--- config.mk ---
export PLATFORM = sky130hd
export DESIGN_NAME = aes_data_in_stage
export DESIGN_NICKNAME = d
export VERILOG_FILES = /design/src/rtl/aes_data_in_stage_pkg.sv /design/src/rtl/aes_data_in_stage.sv
export SDC_FILE = /design/constraint.sdc
export NUM_CORES = 1
export LEC_CHECK = 0
export CORE_AREA = 5 5 151 153
export CTS_CLUSTER_SIZE = 16
export DETAILED_ROUTE_END_ITERATION = 10
export DIE_AREA = 0 0 156 158
export PLACE_DENSITY = 0.83
export SKIP_CTS_REPAIR_TIMING = 1
export SYNTH_ARGS = -nofsm -noshare
export SYNTH_HDL_FRONTEND = slang
export SYNTH_SLANG_ARGS = --single-unit
--- constraint.sdc ---
create_clock -name clk_i -period 1.3 [get_ports clk_i]
set_input_delay 0.13 -clock clk_i [delete_from_list [all_inputs] [get_ports clk_i]]
set_output_delay 0.13 -clock clk_i [all_outputs]
set_load 0.02 [all_outputs]
--- src/rtl/aes_data_in_stage_pkg.sv ---
// aes_data_in_stage_pkg: shared AES state sizing and word-index type
package aes_data_in_stage_pkg;
  localparam int NUM_STATE_WORDS = 4;
  localparam int STATE_W = 128;
  typedef logic [1:0] word_idx_t;
endpackage

--- src/rtl/aes_data_in_stage.sv ---
// aes_data_in_stage: stages four 32-bit words and hands a 128-bit block to the AES core
// Ports: clk_i/rst_ni clock and sync active-low reset; wr_en_i/wr_data_i per-word staging writes;
//   manual_op_i/start_i transfer mode and trigger; clear_i sync clear; out_valid_o/out_ready_i
//   core handshake; state_init_o held block; stage_full_o/start_pend_o/stall_o status.
module aes_data_in_stage
  import aes_data_in_stage_pkg::*;
#(
  parameter int NumWords = NUM_STATE_WORDS,
  parameter logic [STATE_W-1:0] ResetVal = '0
) (
  input  logic                clk_i,
  input  logic                rst_ni,
  input  logic [NumWords-1:0] wr_en_i,
  input  logic [31:0]         wr_data_i,
  input  logic                manual_op_i,
  input  logic                start_i,
  input  logic                clear_i,
  output logic                out_valid_o,
  input  logic                out_ready_i,
  output logic [STATE_W-1:0]  state_init_o,
  output logic                stage_full_o,
  output logic                start_pend_o,
  output logic                stall_o
);
  logic [STATE_W-1:0]  r_stage, r_hold;
  logic [NumWords-1:0] r_written;
  logic                r_valid, r_pend;
  logic                w_hold_free, w_full, w_go;
  assign w_hold_free  = !r_valid || out_ready_i;
  assign w_full       = &r_written;
  assign w_go         = w_full && (!manual_op_i || r_pend || start_i) && w_hold_free;
  assign out_valid_o  = r_valid;
  assign state_init_o = r_hold;
  assign stage_full_o = w_full;
  assign start_pend_o = r_pend;
  assign stall_o      = w_full && (!manual_op_i || r_pend) && !w_hold_free;
  always_ff @(posedge clk_i) begin
    if (!rst_ni || clear_i) begin
      r_stage   <= ResetVal;
      r_hold    <= ResetVal;
      r_written <= '0;
      r_valid   <= 1'b0;
      r_pend    <= 1'b0;
    end else begin
      for (int i = 0; i < NumWords; i++)
        if (wr_en_i[i]) r_stage[32*i +: 32] <= wr_data_i;
      // a write in the transfer cycle counts toward the next block
      r_written <= (w_go ? '0 : r_written) | wr_en_i;
      r_pend    <= w_go ? 1'b0 : (r_pend || (manual_op_i && start_i));
      if (w_go) r_hold <= r_stage;
      r_valid   <= w_go || (r_valid && !out_ready_i);
    end
  end
endmodule
# After elaboration in Yosys (flattened, before gate mapping)
# Index checks and enable logic that the tools add are counted.
[word_totals]
out_inout_bits = 132
elab_cells = 29
input_bits = 42
reg_bits = 262
[op_classes]
n_reduce_logical = 19
mux = 1
bitwise = 1
[op_table]
columns = ["operator", "count"]
rows = [
  ["logical AND 1 bit", 6],
  ["logical OR 1 bit", 6],
  ["zero test 1 bit", 5],
  ["2-to-1 mux 4 bit", 1],
  ["OR 4 bit", 1],
  ["AND reduction 4 bit", 1],
  ["OR reduction 2 bit", 1],
]

# Longest topological paths before layout
[logic_depth]
depth_word = 7
mapped_depth = 6
ltp_nobuf = 3

# Least setup slack after synthesis
# OpenSTA, ideal clock, no wires.
[synth_path]
path_type = "register to register"
startpoint = "register r_pend, in the netlist start_pend_o"
endpoint = "register r_hold[121], in the netlist state_init_o[121]"
n_path_buf = 3
required_ps = 1228
t_arrival_ps = 1362
setup_slack_ps = -133
synth_period_minus_slack_ps = 1433
path_stages_with_launch = 7
setup_time_ps = 72
cell_sequence = "dfxtp_1 -> nor3b_2 -> nor3b_2 -> buf_4 -> buf_8 -> buf_8 -> mux2i_1"
[synth_between]
elab_chain_len = 4
[synth_lines]
columns = ["item", "line", "source"]
rows = [
  ["start: declaration", "aes_data_in_stage.sv:27", "logic r_valid, r_pend;"],
  ["start signal: assignment", "aes_data_in_stage.sv:49", "r_pend <= w_go ? 1'b0 : (r_pend || (manual_op_i && start_i));"],
  ["logical OR 1 bit (2 in a row)", "aes_data_in_stage.sv:31", "assign w_go = w_full && (!manual_op_i || r_pend || start_i) && w_hold_free;"],
  ["logical AND 1 bit (2 in a row)", "aes_data_in_stage.sv:31", ""],
  ["end signal: assignment", "aes_data_in_stage.sv:40", "r_hold <= ResetVal;"],
  ["end signal: assignment", "aes_data_in_stage.sv:50", "if (w_go) r_hold <= r_stage;"],
  ["end: declaration", "aes_data_in_stage.sv:25", "logic [STATE_W-1:0] r_stage, r_hold;"],
]
# No other way between the ends.
# A chain may end at the register's enable or synchronous reset.

# Worst setup path after layout
[layout_path]
startpoint = "register r_written[3]"
endpoint = "register r_hold[117], in the netlist state_init_o[117]"
[layout_between]
elab_chain_len = 3
[layout_lines]
columns = ["item", "line", "source"]
rows = [
  ["start: declaration", "aes_data_in_stage.sv:26", "logic [NumWords-1:0] r_written;"],
  ["start signal: assignment", "aes_data_in_stage.sv:48", "r_written <= (w_go ? '0 : r_written) | wr_en_i;"],
  ["AND reduction 4 bit", "aes_data_in_stage.sv:30", "assign w_full = &r_written;"],
  ["logical AND 1 bit (2 in a row)", "aes_data_in_stage.sv:31", ""],
]
# No other way between the ends.

==> impl_metrics.csv <==
group,metric,value,unit
synthesis,synthDominantCellAreaShare,53.1,%
timing,skew,10.3,ps
layout,final_util,64.2,%
die,dieArea,24600,sq um
power,p_leak,0.00726,uW
synthesis,synth_largest_area_cell,"dfxtp_1",
setup_path,rr_worst_depth,6,
layout,finalNetCount,1239,
route,wl_per_cell,16.7,um
setup_path,reg2reg_slack,-290,ps
timing,post-route-min-period,1590,ps
setup_path,r2r-end,"state_init_o[117]",
route,routed_wl,24900,um
route,vias_per_cell,5.00,
setup_path,worstSetupPathType,"reg2reg",
grt,grt_pass1_wl,36800,um
place,placed_cells,1437,
timing,finalHoldViolCount,0,
worst_hold_path,min_to,"r_written[3]",
timing,period_share,123,%
setup_path,r2r_start,"r_written[3]",
synthesis,synth_edf_count,0,
synthesis,syn_inst,1002,
power,p_int,13700,uW
timing,worst_slew_pin_slew,304,ps
die,die_h,158,um
clock_tree,cts_tree,"done",
timing,setup_viol,134,
setup_path,arrival,2010,ps
layout,synthToLayoutAreaGrowth,39.2,%
synthesis,syn_nets,1044,
run_status,status,"complete, but fails checks",
synthesis,async_flop_share,0,%
grt,grt_usage,18.0,%
power,combPwrFrac,5.8,%
synthesis,yosys-top-cells-count,"264 x nand2_1, 262 x dfxtp_1, 256 x mux2i_1",
synthesis,yosysSeqAreaShare,53.1,%
die,rows,54,
run_status,violations,"setup timing",
clock_tree,clockBufferDepth,3,
power,switching_share,21.2,%
setup_path,crit_start,"r_written[3]",
worst_hold_path,min_path_type,"in2reg",
clock_tree,cts.sinks,262,
layout,diodes,0,
worst_hold_path,min-delay-start,"wr_en_i[3]",
die,coreArea,21400,sq um
synthesis,synth_most_common_cell,"nand2_1",
grt,grt_pass1_vias,7261,
grt,antenna_found_initial,0,
synthesis,synth_area,9880,sq um
setup_path,slowest_stage,"dfxtp_2",
synthesis,avgSynthCellArea,9.86,sq um
job,cap_violations,0,
setup_path,cp-start-kind,"register",
timing,max_freq,628,MHz
synthesis,synth_seq_cells,262,
grt,grt_max_degree,48,
die,io_pins,174,
die,die_x,156,um
setup_path,critPathCaptureType,"register",
synthesis,ys_types,21,
setup_path,crit_fanout,8,
timing,slew_headroom,79.7,%
setup_path,worst_ep_required_time,1710,ps
place,dpl.hpwl,15100,um
synthesis,synth_area_leaders,"dfxtp_1 53%, mux2i_1 26%, nand2_1 10%, nor2_1 4.9%, buf_2 1.5%",
grt,grt-ovfl-total,0,
setup_path,cp_slowest_stage_delay,350,ps
synthesis,yosysWarnings,0,
place,globalplace.congestion,0.775,
worst_hold_path,holdPathStages,4,
power,switchingPower,3690,uW
timing,fin_tns_setup,-21900,ps
layout,drive_gt1_share,12.3,%
route,ant_nets,0,
layout,fillCellCount,1594,
layout,finalNonFillerCells,1494,
timing,timing.final.ws_setup,-293,ps
clock_tree,htree_levels,1,
power,seqPwrFrac,47.4,%
timing,rsz0062_at_grt,"yes",
route,drtPass1Iterations,4,
clock_tree,path_clk_slew,60,ps
clock_tree,insertion_delay,510,ps
synthesis,synthFlopType,"dfxtp_1",
route,vias,7475,
route,drt_iter0_markers,330,
setup_path,critical_path.cell_chain,"nand4_4, nor3b_4, buf_12, buf_16, buf_8, mux2i_1",
place,io_buffers,173,
power,vdd.ir_drop.worst,1.05,mV
die,start_util,46.1,%
clock_tree,clockRootBuffer,"clkbuf_16",
power,p_clk_share,46.8,%
clock_tree,cts_made_buffers,27,
power,powerDensity,1270,nW/um^2
timing,whs,141,ps
timing,slew_violations,0,
route,route.detailed.drc,0,
## area by class of cell
| type | instances | area [sq um] | share of cell area (%) |
|---|---|---|---|
| flip-flops and latches | 262 | 5260 | 38.2 |
| clock inverters | 8 | 169 | 1.23 |
| multi-input cells | 664 | 4230 | 30.8 |
| repair buffers | 241 | 2970 | 21.6 |
| inverters | 1 | 3.75 | 0.0273 |
| clock buffers | 38 | 767 | 5.58 |
| well taps | 280 | 350 | 2.55 |
## how the worst max path moves through the flow
| stage | to | slack (ps) |
|---|---|---|
| after CTS | stall_o | -710 |
| after global placement | state_init_o[34] | -360 |
| after global routing | state_init_o[117] | -390 |
| final | state_init_o[117] | -290 |
| after floorplan | state_init_o[121] | 2 |
| after detailed placement | state_init_o[80] | -450 |
## metrics by stage
stage / instance area (sq um) / total power [uW] / setup slack (ps)
2_1_floorplan: 9900 / 8970 / 1.65
3_3_place_gp: 12200 / 9380 / -359
3_5_place_dp: 12200 / 9400 / -449
4_1_cts: 13100 / 17500 / -712
5_1_grt: 13700 / 18000 / -387
6_report: 13700 / 17400 / -293
## power groups by stage
stage / clock [uW] / sequential (uW) / combinational, uW
final: 8150 / 8250 / 1000
after detailed placement: 0 / 8420 / 985
after global placement: 0 / 8410 / 965
after CTS: 8260 / 8240 / 992
after global routing: 8640 / 8260 / 1080
after floorplan: 0 / 8400 / 567
## registers in the layout (all words and copies together) (netlist names)
name	flops
r_written	4
start_pend_o	1
state_init_o	128
r_stage	128
out_valid_o	1
## cell families after synthesis
| group | after synthesis | synth area share [%] |
|---|---|---|
| and+or+nand+nor | 401 | 15.6 |
| DFF | 262 | 53.1 |
| muxes | 256 | 25.9 |
| buffers and inverters | 76 | 4.92 |
| AOI/OAI and AO/OA | 7 | 0.380 |
## metal layers
| metal | GRT usage (%) | vias up | part of all wire, % |
|---|---|---|---|
| met5 | 0 | - | 0 |
| li1 | - | 3662 | - |
| met2 | 31.0 | 205 | 49 |
| met3 | 3.80 | 50 | 5.7 |
| met4 | 3.92 | 0 | 2.4 |
| met1 | 23.3 | 3558 | 43 |
## critical path, delay by kind of cell, from the launching register on
kind / cells / cell delay, ps
buffers and inverters: 3 / 480
and+or+nand+nor: 2 / 380
DFF: 1 / 350
muxes: 1 / 260
## cell usage in the layout (no fill, tap or decap), types with 2 or more instances in the layout
| cell type | n |
|---|---|
| clkinv_2 | 2 |
| mux2i_1 | 250 |
| clkbuf_8 | 5 |
| dfxtp_2 | 5 |
| bufinv_16 | 5 |
| mux2i_2 | 5 |
| buf_16 | 2 |
| clkdlybuf4s50_1 | 37 |
| buf_2 | 4 |
| clkbuf_2 | 13 |
| buf_12 | 21 |
| dlymetal6s2s_1 | 117 |
| buf_8 | 13 |
| clkbuf_16 | 34 |
| o21ai_2 | 4 |
| buf_4 | 26 |
| nor3b_4 | 2 |
| clkbuf_1 | 6 |
| dfxtp_1 | 256 |
| nand2_1 | 264 |
| nor2_1 | 128 |
No activity file was read; power rests on OpenSTA's default activity.
